==> src/rtl/seg7_scan_decoder.sv <==
// Receiver for a multiplexed two-digit 7-segment scan bus. Each digit is decoded back
// to BCD, and a binary value 0..63 is published once it repeats on STABLE_SCANS frames.
module seg7_scan_decoder #(
   parameter int unsigned STABLE_SCANS   = 3,
   parameter int unsigned SETTLE_CYCLES  = 4,
   parameter int unsigned TIMEOUT_CYCLES = 1024
) (
   input  logic       clk,
   input  logic       rst,
   input  logic [6:0] seg_in,
   input  logic [1:0] dig_sel,
   output logic [5:0] value,
   output logic [3:0] tens_bcd,
   output logic [3:0] units_bcd,
   output logic       value_valid,
   output logic       locked,
   output logic       err
);

   localparam logic [1:0] WAIT_DIG     = 2'd0;
   localparam logic [1:0] SETTLE       = 2'd1;
   localparam logic [1:0] SAMPLE       = 2'd2;
   localparam logic [1:0] WAIT_RELEASE = 2'd3;

   localparam int unsigned   TO_W        = $clog2(TIMEOUT_CYCLES + 1);
   localparam logic [7:0]    SETTLE_LAST = 8'(SETTLE_CYCLES);
   localparam logic [3:0]    STABLE_LAST = 4'(STABLE_SCANS);
   localparam logic [TO_W-1:0] TO_LAST   = TO_W'(TIMEOUT_CYCLES);
   localparam logic [TO_W-1:0] TO_ONE    = TO_W'(1);

   logic [1:0]      state_q, state_d;
   logic [1:0]      strobe_q, strobe_d;
   logic [7:0]      settle_q, settle_d;
   logic [3:0]      tens_q, tens_d;
   logic [3:0]      units_q, units_d;
   logic            seen_t_q, seen_t_d;
   logic            seen_u_q, seen_u_d;
   logic [3:0]      stable_q, stable_d;
   logic [5:0]      cand_q, cand_d;
   logic [3:0]      cand_t_q, cand_t_d;
   logic [3:0]      cand_u_q, cand_u_d;
   logic            accept_q, accept_d;
   logic [TO_W-1:0] to_q, to_d;
   logic [5:0]      value_q, value_d;
   logic [3:0]      tens_out_q, tens_out_d;
   logic [3:0]      units_out_q, units_out_d;
   logic            valid_q, valid_d;
   logic            locked_q, locked_d;
   logic            err_q, err_d;

   logic [4:0]      dec;
   logic [6:0]      sum;
   logic            frame_done;
   logic [TO_W-1:0] to_inc;

   // Returns {valid, digit}; anything outside the ten legal glyphs is invalid.
   function automatic logic [4:0] decode(input logic [6:0] p);
      case (p)
         7'b0111111: decode = {1'b1, 4'd0};
         7'b0000110: decode = {1'b1, 4'd1};
         7'b1011011: decode = {1'b1, 4'd2};
         7'b1001111: decode = {1'b1, 4'd3};
         7'b1100110: decode = {1'b1, 4'd4};
         7'b1101101: decode = {1'b1, 4'd5};
         7'b1111101: decode = {1'b1, 4'd6};
         7'b0000111: decode = {1'b1, 4'd7};
         7'b1111111: decode = {1'b1, 4'd8};
         7'b1100111: decode = {1'b1, 4'd9};
         default:    decode = 5'b0_0000;
      endcase
   endfunction

   always_comb begin
      state_d     = state_q;
      strobe_d    = strobe_q;
      settle_d    = settle_q;
      tens_d      = tens_q;
      units_d     = units_q;
      seen_t_d    = seen_t_q;
      seen_u_d    = seen_u_q;
      stable_d    = stable_q;
      cand_d      = cand_q;
      cand_t_d    = cand_t_q;
      cand_u_d    = cand_u_q;
      accept_d    = 1'b0;
      to_d        = to_q;
      value_d     = value_q;
      tens_out_d  = tens_out_q;
      units_out_d = units_out_q;
      valid_d     = 1'b0;
      locked_d    = locked_q;
      err_d       = 1'b0;

      dec        = decode(seg_in);
      frame_done = seen_t_q & seen_u_q;
      sum        = 7'(tens_q) * 7'd10 + 7'(units_q);
      to_inc     = to_q + TO_ONE;

      case (state_q)
         WAIT_DIG: begin
            if (dig_sel == 2'b01 || dig_sel == 2'b10) begin
               strobe_d = dig_sel;
               settle_d = '0;
               state_d  = SETTLE;
            end else if (dig_sel == 2'b11) begin
               err_d = 1'b1;
            end
         end
         SETTLE: begin
            if (dig_sel != strobe_q) begin
               settle_d = '0;
               state_d  = WAIT_DIG;
            end else begin
               settle_d = settle_q + 8'd1;
               if (settle_q + 8'd1 == SETTLE_LAST) begin
                  state_d = SAMPLE;
               end
            end
         end
         SAMPLE: begin
            settle_d = '0;
            state_d  = WAIT_RELEASE;
            if (dec[4]) begin
               if (strobe_q[1]) begin
                  tens_d   = dec[3:0];
                  seen_t_d = 1'b1;
               end else begin
                  units_d  = dec[3:0];
                  seen_u_d = 1'b1;
               end
            end else begin
               err_d    = 1'b1;
               seen_t_d = 1'b0;
               seen_u_d = 1'b0;
               stable_d = '0;
            end
         end
         WAIT_RELEASE: begin
            if (dig_sel != strobe_q) begin
               state_d = WAIT_DIG;
            end
         end
         default: state_d = WAIT_DIG;
      endcase

      // Frame evaluation always lands in WAIT_RELEASE, so it never races a SAMPLE update.
      if (frame_done) begin
         seen_t_d = 1'b0;
         seen_u_d = 1'b0;
         to_d     = '0;
         if (sum > 7'd63) begin
            err_d    = 1'b1;
            stable_d = '0;
         end else begin
            if (sum[5:0] == cand_q) begin
               if (stable_q != STABLE_LAST) begin
                  stable_d = stable_q + 4'd1;
               end
            end else begin
               cand_d   = sum[5:0];
               cand_t_d = tens_q;
               cand_u_d = units_q;
               stable_d = 4'd1;
            end
            accept_d = (stable_d == STABLE_LAST);
         end
      end else if (to_inc == TO_LAST) begin
         to_d     = '0;
         locked_d = 1'b0;
         stable_d = '0;
         seen_t_d = 1'b0;
         seen_u_d = 1'b0;
      end else begin
         to_d = to_inc;
      end

      if (accept_q) begin
         value_d     = cand_q;
         tens_out_d  = cand_t_q;
         units_out_d = cand_u_q;
         valid_d     = ~locked_q | (cand_q != value_q);
         locked_d    = 1'b1;
      end
   end

   always_ff @(posedge clk) begin
      if (rst) begin
         state_q     <= WAIT_DIG;
         strobe_q    <= '0;
         settle_q    <= '0;
         tens_q      <= '0;
         units_q     <= '0;
         seen_t_q    <= 1'b0;
         seen_u_q    <= 1'b0;
         stable_q    <= '0;
         cand_q      <= '0;
         cand_t_q    <= '0;
         cand_u_q    <= '0;
         accept_q    <= 1'b0;
         to_q        <= '0;
         value_q     <= '0;
         tens_out_q  <= '0;
         units_out_q <= '0;
         valid_q     <= 1'b0;
         locked_q    <= 1'b0;
         err_q       <= 1'b0;
      end else begin
         state_q     <= state_d;
         strobe_q    <= strobe_d;
         settle_q    <= settle_d;
         tens_q      <= tens_d;
         units_q     <= units_d;
         seen_t_q    <= seen_t_d;
         seen_u_q    <= seen_u_d;
         stable_q    <= stable_d;
         cand_q      <= cand_d;
         cand_t_q    <= cand_t_d;
         cand_u_q    <= cand_u_d;
         accept_q    <= accept_d;
         to_q        <= to_d;
         value_q     <= value_d;
         tens_out_q  <= tens_out_d;
         units_out_q <= units_out_d;
         valid_q     <= valid_d;
         locked_q    <= locked_d;
         err_q       <= err_d;
      end
   end

   assign value       = value_q;
   assign tens_bcd    = tens_out_q;
   assign units_bcd   = units_out_q;
   assign value_valid = valid_q;
   assign locked      = locked_q;
   assign err         = err_q;

endmodule

==> config.mk <==
export PLATFORM = sky130hd
export DESIGN_NAME = seg7_scan_decoder
export DESIGN_NICKNAME = d
export VERILOG_FILES = /design/src/rtl/seg7_scan_decoder.sv
export SDC_FILE = /design/constraint.sdc
export NUM_CORES = 1
export LEC_CHECK = 0
export CORE_ASPECT_RATIO = 1.4
export CORE_MARGIN = 2
export CORE_UTILIZATION = 45
export DETAILED_ROUTE_END_ITERATION = 10
export GPL_TIMING_DRIVEN = 0
export SLEW_MARGIN = 40
export SYNTH_ARGS = -nofsm -noshare
export SYNTH_HDL_FRONTEND = slang
export SYNTH_SLANG_ARGS = --single-unit
==> constraint.sdc <==
create_clock -name clk -period 7 [get_ports clk]
set_clock_uncertainty 0.1 [all_clocks]
set_input_delay 0.7 -clock clk [delete_from_list [all_inputs] [get_ports clk]]
set_output_delay 0.7 -clock clk [all_outputs]
set_load 0.02 [all_outputs]
# After elaboration in Yosys (flattened, before gate mapping)
# Cells that the tools add are included.
[classes] addsub=4 n_mul=1 n_lt_le_gt_ge=1 eq_ne=29 muxes=31 bitwise_logic=8 reduce_logical=16
[ops] op="case mux 5 bit (10 select lines)" n=1
[ops] op="equality test 7 bit (second input constant)" n=7
[ops] op="2-to-1 mux 4 bit" n=9
[ops] op="case mux 8 bit (3 select lines)" n=1
[ops] op="2-to-1 mux 8 bit" n=2
[ops] op="equality test 7 x 3 -> 1 bit (second input constant)" n=2
[ops] op="2-to-1 mux 1 bit" n=12
[ops] op="AND reduction 3 bit" n=4
[ops] op="adder 11 x 1 -> 11 bit (second input constant)" n=1
[ops] op="equality test 11 bit (second input constant)" n=1
[ops] op="inequality test 2 bit (second input constant)" n=5
[ops] op="AND reduction 2 bit" n=5
[ops] op="adder 8 x 1 -> 8 bit (second input constant)" n=1
[ops] op="equality test 2 bit (second input constant)" n=4
[ops] op="equality test 8 x 3 -> 1 bit (second input constant)" n=1
[ops] op="2-to-1 mux 2 bit" n=4
[ops] op="case mux 2 bit (4 select lines)" n=1
[ops] op="adder 7 x 4 -> 7 bit" n=1
[ops] op="equality test 7 x 6 -> 1 bit (second input constant)" n=1
[ops] op="greater-than comparator 7 x 6 -> 1 bit (second input constant)" n=1
[ops] op="equality test 6 bit" n=1
[ops] op="multiplier 4 x 3 -> 6 bit (second input constant)" n=1
[ops] op="inequality test 6 bit" n=1
[ops] op="inverter 1 bit" n=6
[ops] op="other kinds (15)" n=17
[totals] ff_bits=69 elab_cells=109

# Longest topological paths before layout
[depth] depth_word=10 mapped_depth=11 ltp_nobuf=10

# Worst setup path before layout
# OpenSTA, ideal clock, no wires.
[synth_timing] path_type="reg2reg" from="register tens_q[1]" to="register cand_u_q[1]" setup_ps=128 arrival_time_ps=2735 t_required_ps=6772 path_slack_ps=4037 path_stages_with_launch=12 n_path_buf=1 period_less_slack_ps=2963 path_cell_list="dfxtp_1 > ha_1 > ha_1 > inv_1 > fa_1 > nand2b_1 > a21oi_1 > xnor2_1 > a311oi_2 > buf_2 > mux2i_1 > nor2_1"
[synth_via] elab_chain_len=5 word_cells_on_any_way=7 cone_classes="add/sub: 1; mul: 1; order compare: 1; eq/ne: 1; bitwise: 2; reduce/logical: 1"
[synth_lines] item="from (decl)" line_no="34" source="logic [3:0] tens_q, tens_d;"
[synth_lines] item="from (signal assigned)" line_no="211" source="tens_q <= tens_d;"
[synth_lines] item="multiplier 4 x 3 -> 6 bit (*)" line_no="96" source="sum = 7'(tens_q) * 7'd10 + 7'(units_q);"
[synth_lines] item="adder 7 x 4 -> 7 bit (*)" line_no="96"
[synth_lines] item="greater-than comparator 7 x 6 -> 1 bit / equality test 6 bit (equally long branches)" line_no="151, 155"
[synth_lines] item="inverter 1 bit (no line)"
[synth_lines] item="AND reduction 3 bit (no line) (*)"
[synth_lines] item="to (signal assigned)" line_no="218" source="cand_u_q <= cand_u_d;"
[synth_lines] item="to (decl)" line_no="41" source="logic [3:0] cand_u_q, cand_u_d;"
# Every way passes the cells marked *; elsewhere a longest branch is shown, timed or not.
# A chain may end at the register's enable or synchronous reset.

# Worst setup path after layout
[layout_timing] from="register tens_q[1]" to="register cand_q[1]"
[layout_via] elab_chain_len=5 word_cells_on_any_way=7 cone_classes="add/sub: 1; mul: 1; order compare: 1; eq/ne: 1; bitwise: 2; reduce/logical: 1"
[layout_lines] item="multiplier 4 x 3 -> 6 bit (*)" line_no="96"
[layout_lines] item="adder 7 x 4 -> 7 bit (*)" line_no="96"
[layout_lines] item="greater-than comparator 7 x 6 -> 1 bit / equality test 6 bit (equally long branches)" line_no="151, 155"
[layout_lines] item="inverter 1 bit (no line)"
[layout_lines] item="AND reduction 3 bit (no line) (*)"
[layout_lines] item="to (signal assigned)" line_no="216" source="cand_q <= cand_d;"
[layout_lines] item="to (decl)" line_no="39" source="logic [5:0] cand_q, cand_d;"
# Marked as above.

==> flow_metrics.tcl <==
set metrics [dict create \
    gr-total-overflow 0 \
    worst_ep_arrival_time_ns 3.55 \
    die_h_um 108 \
    rsz0062_at_grt "no" \
    vdd_drop_max_uv 102 \
    tightest_slew_ns 0.694 \
    htreeDepth 3 \
    nFillCells 716 \
    switching_share 0.247 \
    yosysTopAreaCell "dfxtp_1" \
    netlist_area_um2 3460 \
    synth_cell_types 54 \
    postCtsResizedCells 0 \
    layout-drive-gt1-share 0.0647 \
    syn_inst 393 \
    yosysMostFrequentCell "dfxtp_1" \
    crit_family "adder cells" \
    grt_start_max_net_pins 12 \
    synthArstFlopShare 0 \
    relSlewSlack 0.537 \
    critical_path_buf_inv_count 2 \
    post_cts_buffers 0 \
    p_clk_frac 0.412 \
    layoutNonFillerInstCount 530 \
    yosysWarnings 0 \
    wl_per_cell_um 13.7 \
    diodes 0 \
    vias_per_cell 5.31 \
    setup_tns_ns 0 \
    clk_pin_slew_ns 0.08 \
    worst_slack_ns 3.57 \
    cpPeakStageDelay_ns 0.49 \
    io_pins 28 \
    cp.required_ns 7.12 \
    start_kind "register" \
    num_rows 37 \
    min_from "settle_q[7]" \
    r2r-start "tens_q[1]" \
    syn-num-nets 416 \
    clkLatencyLatePin_ns 0.35 \
    root_buffer "clkbuf_8" \
    hp-class "reg2reg" \
    cts.sinks 67 \
    power_frac_comb 0.074 \
    nNetsFinal 451 \
    dp_slack_ns 3.58 \
    slowest_stage "a311oi_2" \
    seq_power_share 0.515 \
    grt_usage 0.185 \
    cts_inserted_buffers 9 \
    drtIter0Drc 100 \
    multiInputGateArea_um2 2030 \
    clock_path_buffers 2 \
    postRouteAntennaNets 0 \
    ys_seq_area_frac 0.388 \
    yosysTopAreaCellShare 0.388 \
    synth_commonest_cells "67 x dfxtp_1, 62 x nor2_1, 35 x mux2i_1" \
    start_util 0.467 \
    cts_tree "yes" \
    routed_wl_um 7240 \
    startpoint "tens_q[1]" \
    dieArea_um2 8420 \
    synth_edf_count 0 \
    synth-seq-cells 67 \
    p_sw_mw 0.189 \
    p_per_area_nw_per_um2 190 \
    crit_type "reg2reg" \
    crit_top_cell "ha_1" \
    min_period_ns 3.43 \
    finalSetupViolCount 0 \
    gp_congestion 0.832 \
    grt_pass1_wl_um 12300 \
    seq_area_um2 1340 \
    coreArea_um2 7410 \
    dp_hpwl_um 5460 \
    drc 0 \
    ys_top_cells_by_area "dfxtp_1 39%, mux2i_1 10%, nor2_1 6.7%" \
    dp.cells 514 \
    outcome "finished clean" \
    period_share 0.490 \
    postCtsHoldBufs 0 \
    leakagePower_nw 1.47 \
    drt_pass1_iterations 4 \
    end_kind "register" \
    crit_chain "ha_1 -> ha_1 -> inv_1 -> fa_1 -> nand2b_1 -> a21oi_1 -> xnor2_1 -> a311oi_2 -> buf_2 -> mux2i_1 -> nor2_1" \
    syn_avg_cell_area_um2 8.80 \
    via_count 2812 \
    first_global_vias 2628 \
    maxCapViolations 0 \
    fmax_mhz 292 \
    power.internal_mw 0.576 \
    die_w_um 78.1 \
    synth_flop_cell "dfxtp_1" \
    portBuffers 24 \
    crit_fanout 10 \
    antenna_found_initial 0 \
    hold_viol_final 0 \
    final_max_slew_viol_count 0 \
    areaGrowthSynthToFinish_pct 16.4 \
]
logic make-up (layout without fill, tap and decap cells):
group,after synthesis,after routing,synth area share
AOI/OAI and AO/OA,59,59,0.114
xor gates and xnor gates,30,30,0.0803
adders and majority gates,12,12,0.0477
buffers and inverters,24,64,0.0275
DFF,67,67,0.388
muxes,36,36,0.105
and+or+nand+nor,165,165,0.238
stage by stage:
step / power [mW] / utilization / cell area [um2] / hold WS (ns)
2_1_floorplan: 0.441 / - / 3460 / 0.348
4_1_cts: 0.774 / 0.543 / 4020 / 0.372
3_3_place_gp: 0.459 / 0.516 / 3820 / 0.360
3_5_place_dp: 0.459 / 0.516 / 3820 / 0.362
6_report: 0.765 / 0.544 / 4030 / 0.370
5_1_grt: 0.798 / 0.544 / 4030 / 0.386
placed cells by master, fill, tap and decap left out, types with 9 or more instances in the layout:
cell and instances:
a21oi_1 22, clkbuf_1 12, clkbuf_8 13, clkdlybuf4s50_1 24, dfxtp_1 67, ha_1 10, mux2i_1 35, nand2_1 25
nand2b_1 9, nand3_1 14, nor2_1 62, o21ai_0 9, xnor2_1 11, xor2_1 18
layout make-up:
class / instances / area share
sequential: 67 / 0.333
inverter: 8 / 0.00746
tap: 97 / 0.0301
buffer: 16 / 0.0162
clock buffer: 13 / 0.0444
timing repair buffer: 24 / 0.0597
multi-input combinational: 302 / 0.504
clock inverter: 3 / 0.00497
path summary, 6_finish.rpt:
path | cells past startpoint | slack [ns] | end
worst min-delay path | 2 | 0.37 | settle_q[7]
worst min register to register | 2 | 0.37 | settle_q[7]
worst max-delay path | 11 | 3.57 | cand_q[1]
worst max register to register | 11 | 3.57 | cand_q[1]
power groups by stage:
stage	combinational [mW]	clock (mW)	sequential, mW
2_1_floorplan	0.0390	0	0.402
6_report	0.0563	0.315	0.394
5_1_grt	0.0636	0.340	0.394
3_3_place_gp	0.0562	0	0.402
4_1_cts	0.0570	0.324	0.394
3_5_place_dp	0.0566	0	0.402
sequential cells by signal, indices dropped and copies added, names as in the netlist, 2 cells and up, named ones only:
| register | flops |
|---|---|
| to_q | 11 |
| settle_q | 8 |
| cand_q | 6 |
| value | 6 |
| cand_t_q | 4 |
| stable_q | 4 |
| tens_bcd | 4 |
| tens_q | 4 |
| units_q | 4 |
| cand_u_q | 3 |
| units_bcd | 3 |
| strobe_q | 2 |
metal layers:
layer | track usage | vias up | routed length [um]
met4 | 0.0827 | 0 | 146
met5 | 0 | - | 0
met2 | 0.315 | 36 | 3590
met1 | 0.228 | 1311 | 3350
li1 | - | 1453 | -
met3 | 0.0344 | 12 | 150
worst min-delay path: cells and delay by family (launching register included):
family / cells / cell delay [ns]
AO/OA/AOI/OAI: 1 / 0.05
flip-flops: 1 / 0.32
AND/OR/NAND/NOR: 1 / 0.05
Power figures use the tool's default switching activity.
